**src/rtl/sa_intr_aggregator.sv**
```systemverilog
// Interrupt aggregation stage: per-source sticky status with edge/level capture,
// masking, write-1-to-clear, a registered interrupt line and a saturating event counter.
module sa_intr_aggregator #(
    parameter int NSRC    = 8,
    parameter int SYNC_EN = 1,
    parameter int CNT_W   = 8
) (
    input  logic             autosa_core_clk,
    input  logic             autosa_core_rstn,
    input  logic [NSRC-1:0]  src_req,
    input  logic [NSRC-1:0]  cfg_edge,
    input  logic [NSRC-1:0]  cfg_mask,
    input  logic             clr_valid,
    input  logic [NSRC-1:0]  clr_bits,
    input  logic             cnt_clr,
    output logic [NSRC-1:0]  status,
    output logic             intr_out,
    output logic [CNT_W-1:0] evt_cnt,
    output logic             evt_ovf
);

    localparam logic [CNT_W+5:0] SAT_VAL = {6'd0, {CNT_W{1'b1}}};

    logic [NSRC-1:0]  req_s;
    logic [NSRC-1:0]  req_hist_q;
    logic [NSRC-1:0]  hit_s;
    logic [NSRC-1:0]  new_s;
    logic [NSRC-1:0]  clr_mask_s;
    logic [NSRC-1:0]  status_q, status_d;
    logic             intr_q, intr_d;
    logic [CNT_W-1:0] evt_cnt_q, evt_cnt_d;
    logic             evt_ovf_q, evt_ovf_d;
    logic [5:0]       new_cnt_s;
    logic [CNT_W+5:0] sum_s;

    if (SYNC_EN != 0) begin : g_sync
        logic [NSRC-1:0] sync1_q;
        logic [NSRC-1:0] sync2_q;

        // Two-flop synchronizer on every request line
        always_ff @(posedge autosa_core_clk or negedge autosa_core_rstn) begin
            if (!autosa_core_rstn) begin
                sync1_q <= {NSRC{1'b0}};
                sync2_q <= {NSRC{1'b0}};
            end else begin
                sync1_q <= src_req;
                sync2_q <= sync1_q;
            end
        end

        assign req_s = sync2_q;
    end else begin : g_nosync
        assign req_s = src_req;
    end

    // Capture, clear, interrupt and counter next-state
    always_comb begin
        hit_s = req_s & (~cfg_edge | ~req_hist_q);
        if (clr_valid) begin
            clr_mask_s = clr_bits;
        end else begin
            clr_mask_s = {NSRC{1'b0}};
        end
        // Set takes precedence over a simultaneous clear
        status_d = hit_s | (status_q & ~clr_mask_s);
        intr_d   = |(status_d & ~cfg_mask);

        new_s     = hit_s & ~status_q;
        new_cnt_s = 6'd0;
        for (int i = 0; i < NSRC; i++) begin
            new_cnt_s = new_cnt_s + {5'd0, new_s[i]};
        end
        sum_s = {6'd0, evt_cnt_q} + {{CNT_W{1'b0}}, new_cnt_s};

        if (cnt_clr) begin
            evt_cnt_d = {CNT_W{1'b0}};
            evt_ovf_d = 1'b0;
        end else if (sum_s >= SAT_VAL) begin
            evt_cnt_d = {CNT_W{1'b1}};
            evt_ovf_d = 1'b1;
        end else begin
            evt_cnt_d = sum_s[CNT_W-1:0];
            evt_ovf_d = evt_ovf_q;
        end
    end

    // State and output registers
    always_ff @(posedge autosa_core_clk or negedge autosa_core_rstn) begin
        if (!autosa_core_rstn) begin
            req_hist_q <= {NSRC{1'b0}};
            status_q   <= {NSRC{1'b0}};
            intr_q     <= 1'b0;
            evt_cnt_q  <= {CNT_W{1'b0}};
            evt_ovf_q  <= 1'b0;
        end else begin
            req_hist_q <= req_s;
            status_q   <= status_d;
            intr_q     <= intr_d;
            evt_cnt_q  <= evt_cnt_d;
            evt_ovf_q  <= evt_ovf_d;
        end
    end

    assign status   = status_q;
    assign intr_out = intr_q;
    assign evt_cnt  = evt_cnt_q;
    assign evt_ovf  = evt_ovf_q;

endmodule

```
**config.mk**
```make
export PLATFORM = sky130hd
export DESIGN_NAME = sa_intr_aggregator
export DESIGN_NICKNAME = d
export VERILOG_FILES = /design/src/rtl/sa_intr_aggregator.sv
export SDC_FILE = /design/constraint.sdc
export NUM_CORES = 1
export LEC_CHECK = 0
export BUFFER_PORTS_ARGS = -buffer_cell sky130_fd_sc_hd__buf_2
export CORE_ASPECT_RATIO = 0.9
export CORE_MARGIN = 1
export CORE_UTILIZATION = 45
export DETAILED_ROUTE_END_ITERATION = 10
export PLACE_DENSITY = 0.74
export REMOVE_ABC_BUFFERS = 1
export SYNTH_ARGS = -nofsm -noshare
export SYNTH_HDL_FRONTEND = slang
export SYNTH_SLANG_ARGS = --single-unit
```
**constraint.sdc**
```tcl
create_clock -name autosa_core_clk -period 4 [get_ports autosa_core_clk]
set_input_delay 0.2 -clock autosa_core_clk [delete_from_list [all_inputs] [get_ports autosa_core_clk]]
set_output_delay 0.2 -clock autosa_core_clk [all_outputs]
set_load 0.02 [all_outputs]
```
==> Yosys cells after proc, flatten, opt, wreduce, memory -nomap -nowiden <==
Index checks and enable logic that the tools add are counted.
{ "word_totals": {"reg_bits": 42, "in_bits": 36, "out_inout_bits": 18, "word_cells": 34} }
{ "op_classes": {"add_sub_neg": 8, "n_lt_le_gt_ge": 1, "muxes": 5, "bitwise": 11, "reduce_logical": 2} }
{ "op_table": {"columns": ["op", "count"], "rows": [
  ["$not A8 Y8", 5],
  ["$and A8 B8 Y8", 4],
  ["$mux W8", 3],
  ["$or A8 B8 Y8", 2],
  ["$add A6 B1 Y6", 2],
  ["$add A8 B6 Y9", 1],
  ["$ge A9 B8 Y1 const B", 1],
  ["$reduce_or A8 Y1", 1],
  ["$add A5 B1 Y6", 1],
  ["$add A4 B1 Y5", 1],
  ["$add A3 B1 Y4", 1],
  ["$add A2 B1 Y3", 1],
  ["$add A1 B1 Y2", 1],
  ["$mux W1", 2],
  ["$reduce_bool A2 Y1", 1]
]} }

==> Depth between registers and ports, before layout <==
{ "logic_depth": {"ltp_word": 15, "mapped_depth": 14, "ltp_nobuf": 13} }

==> Worst setup path after synthesis <==
OpenSTA, ideal clock, no wires.
{ "synth_path": {"path_type": "reg2reg", "startpoint": "register g_sync.sync2_q[0]", "endpoint": "register evt_ovf_q, in the netlist evt_ovf", "setup_time_ns": 0.104, "t_arrival_ns": 3.864, "required_time_ns": 3.896, "setup_slack_ns": 0.032, "stages_incl_launch_ff": 13, "n_path_buf": 0, "synth_period_minus_slack_ns": 3.968, "path_cell_list": "dfrtp_1 > a21boi_0 > nor2b_1 > fa_1 > inv_1 > fa_1 > inv_1 > fa_1 > fa_1 > fa_1 > xnor2_1 > or3_1 > o41ai_2"} }
{ "synth_between": {"elab_chain_cells": 12} }
{ "synth_rtl": {"columns": ["item", "line_no", "source"], "rows": [
  ["from (decl)", "38", "logic [NSRC-1:0] sync2_q;"],
  ["from (signal assigned)", "44", "sync2_q <= {NSRC{1'b0}};"],
  ["from (signal assigned)", "47", "sync2_q <= sync1_q;"],
  ["$and A8 B8 Y8", "58", "hit_s = req_s & (~cfg_edge | ~req_hist_q);"],
  ["$and A8 B8 Y8", "68", "new_s = hit_s & ~status_q;"],
  ["$add A1 B1 Y2", "71", "new_cnt_s = new_cnt_s + {5'd0, new_s[i]};"],
  ["$add A2 B1 Y3", "71", null],
  ["$add A3 B1 Y4", "71", null],
  ["$add A4 B1 Y5", "71", null],
  ["$add A5 B1 Y6", "71", null],
  ["$add A6 B1 Y6 (2 in a row)", "71", null],
  ["$add A8 B6 Y9", "73", "sum_s = {6'd0, evt_cnt_q} + {{CNT_W{1'b0}}, new_cnt_s};"],
  ["$ge A9 B8 Y1", "78", "end else if (sum_s >= SAT_VAL) begin"],
  ["$reduce_bool A2 Y1 (no source line)", null, null],
  ["to (signal assigned)", "100", "evt_ovf_q <= evt_ovf_d;"],
  ["to (decl)", "32", "logic evt_ovf_q, evt_ovf_d;"]
]} }
Every way passes these cells.
A chain may end at the register's enable or synchronous reset.

==> Worst setup path after layout <==
Ends and elaborated chain as after synthesis.

==> results.toml <==
[logic_synthesis]
synth_seq_cells = 42
async_flop_share = 1.000
netlist_area_um2 = 1777
yosysUniqueCellTypes = 29
synthCells = 146
synth.avg_cell_area_um2 = 12.17
yosysSeqAreaShare = 0.5915
synth_ff_type = "dfrtp_1"
yosysWarnings = 0
synth-edff-count = 0

[min_path]
min_from = "src_req[0]"
worstHoldEndpoint = "g_sync.sync1_q[0]"
worstHoldPathType = "input pin to flip-flop"
min_path_cells = 1

[timing]
setup_viol = 0
max_slew_margin = 0.4027
fmax_mhz = 252.5
worst_slack_ps = 39.27
slew_viol_final = 0
layout_min_cycle_time_ps = 3961
finalClockSkew_ps = 5.297
hold_viol_final = 0
fin_hold_ws_ps = 12.31
worst_pin_slew_ps = 896.0
min_period_over_period = 0.9902
rsz0062_at_grt = "yes"

[clocking]
cts_buffer_depth = 2
clk_pin_slew_ps = 80
clockRootBuffer = "clkbuf_8"
clock_latency_ps = 290
cts_tree = "done"
cts.sink_count = 42
cts_inserted_buffers = 5
h-tree-depth = 2

[worst_setup_path]
cp.required_ps = 4190
reg2reg_to = "evt_ovf"
critPathKind = "flip-flop to flip-flop"
worst_setup_path_end_kind = "flip-flop"
worstSetupStartpointType = "flip-flop"
r2r_cells = 13
r2r_setup_slack_ps = 40
r2r_start = "g_sync.sync2_q[0]"
crit_fanout = 4
crit_arrival_ps = 4150

[global_routing]
busiest_layer = "met2"
grtUsageMet1 = 0.2273
grt.total_usage = 0.1700
grt_overflow = 0
use_met2 = 0.2605
grt_pass1_vias = 1098
antenna_found_initial = 0
grt_max_degree = 43
gr-usage-met3 = 0.05741
grt_first_pass_wirelength_um = 4961

[power_and_ir_drop]
p_int_mw = 0.7556
vdd_drop_max_mv = 0.2751
pwr-share-seq = 0.447
p_leak_nw = 1.147
pwr-share-clk = 0.312
pwr-share-comb = 0.241
power.density_nw_per_um2 = 458.7
switching_share = 0.2906
p_sw_mw = 0.3096

[route]
drt_iter0_drc = 67
vias = 1293
drt-pass1-iter-count = 5
vias_per_cell = 5.031
drc_errors = 0
ant_nets = 0
wire_per_inst_um = 13.60
drt-total-wl_um = 3494

[placement]
dp_hpwl_um = 2558
finalWeightedCongestion = 0.8504
place_ws_ps = -124.1
dp.cells = 243
io_buffer_count = 53

[final_layout]
area.growth.synth_to_final_pct = 30.70
instances_no_fill = 257
diodes = 0
layout_common_cells = "buf_2, dfrtp_1, inv_1"
mostFrequentLayoutCell = "buf_2"
drive_gt1_frac = 0.3697
nNetsFinal = 257

[die]
boundaryPins = 54
core_region_area_um2 = 3757
die_area_um2 = 4204
row_count = 21
initial_core_util = 0.4729
die_x_um = 68.24
die_y_um = 61.61

[flow_run]
drv_cap = 0

[outcome]
status = "finished clean"
[stage by stage]
step	utilization	total power [mW]	cell area [um2]	setup TNS, ps
floorplan	-	0.6378	1757	0
global placement	0.5574	0.7136	2095	-27.78
detailed placement	0.5574	0.7189	2095	-274.7
CTS	0.5927	1.059	2227	0
global route	0.6180	1.127	2322	-231.1
finish	0.6180	1.065	2322	0
[per-layer routing]
metal | part of all wire | up-vias
met1 | 0.45 | 619
li1 | - | 624
met2 | 0.48 | 43
met5 | 0 | -
met3 | 0.050 | 7
met4 | 0.014 | 0
[cell usage after synthesis, types with 3 or more instances]
master,n,area share
fa_1,5,0.056
a21o_1,9,0.038
inv_1,15,0.032
a211oi_1,4,0.017
xnor2_1,4,0.020
nor2b_1,6,0.021
a21boi_1,5,0.021
nand4_1,3,0.011
ha_1,6,0.042
dfrtp_1,42,0.59
a22oi_1,4,0.017
a21oi_1,7,0.020
nand2_1,9,0.019
a21boi_0,3,0.013
nor2_1,6,0.013
[power by group through the flow]
stage          Combinational (mW)  Clock, mW  Sequential (mW)
2_1_floorplan               0.130          0            0.508
3_3_place_gp                0.230          0            0.484
3_5_place_dp                0.235          0            0.484
4_1_cts                     0.244      0.339            0.476
5_1_grt                     0.288      0.359            0.480
6_report                    0.256      0.333            0.476
[sequential cells by signal, summed over array words and instances, names as in the netlist]
name	count
evt_cnt	8
status	8
intr_out	1
evt_ovf	1
req_hist_q	8
g_sync.sync2_q	8
g_sync.sync1_q	8
[cells by family after synthesis]
family / after synthesis / share of synthesized area
compound gates: 39 / 0.1570
flops: 42 / 0.5916
fa+ha+maj: 11 / 0.09859
buf+inv: 19 / 0.04296
simple gates: 31 / 0.09013
xor+xnor: 4 / 0.01972
[critical path: stages, from the launching register on]
cell and delay [ps]:
dfrtp_1 380, a21boi_1 150, nor2b_4 140, fa_1 510
inv_1 60, fa_1 540, inv_2 40, fa_1 490
fa_2 370, fa_2 380, a211oi_4 290, nor2_4 70
xnor2_1 140, o41ai_2 290
[how the worst max path moves through the flow]
stage	cells past startpoint	end	slack, ps	from
finish	13	evt_ovf	40	g_sync.sync2_q[0]
detailed placement	13	evt_cnt[6]	-120	g_sync.sync2_q[0]
global route	13	evt_ovf	-110	g_sync.sync2_q[0]
CTS	13	evt_ovf	20	g_sync.sync2_q[0]
global placement	13	evt_ovf	-20	g_sync.sync2_q[0]
floorplan	12	evt_ovf	30	g_sync.sync2_q[0]
[area by class of cell]
| cell class | count | area (um2) |
|---|---|---|
| clock inverters | 3 | 43.79 |
| repair buffers | 61 | 335.3 |
| flip-flops and latches | 42 | 1051 |
| clock buffers | 5 | 68.82 |
| well taps | 46 | 57.56 |
| inverters | 15 | 56.30 |
| multi-input cells | 85 | 709.4 |
| fillers | 325 | 1435 |
[timing repair]
item / in CTS / in global routing
setup endpoints to repair: 8 / 7
hold endpoints to repair: 0 / 4
hold buffers: 0 / 4
pin swaps: 2 / 4
resized for setup: 4 / 12
buffers inserted: 1 / 1
No activity file was read; power rests on OpenSTA's default activity.
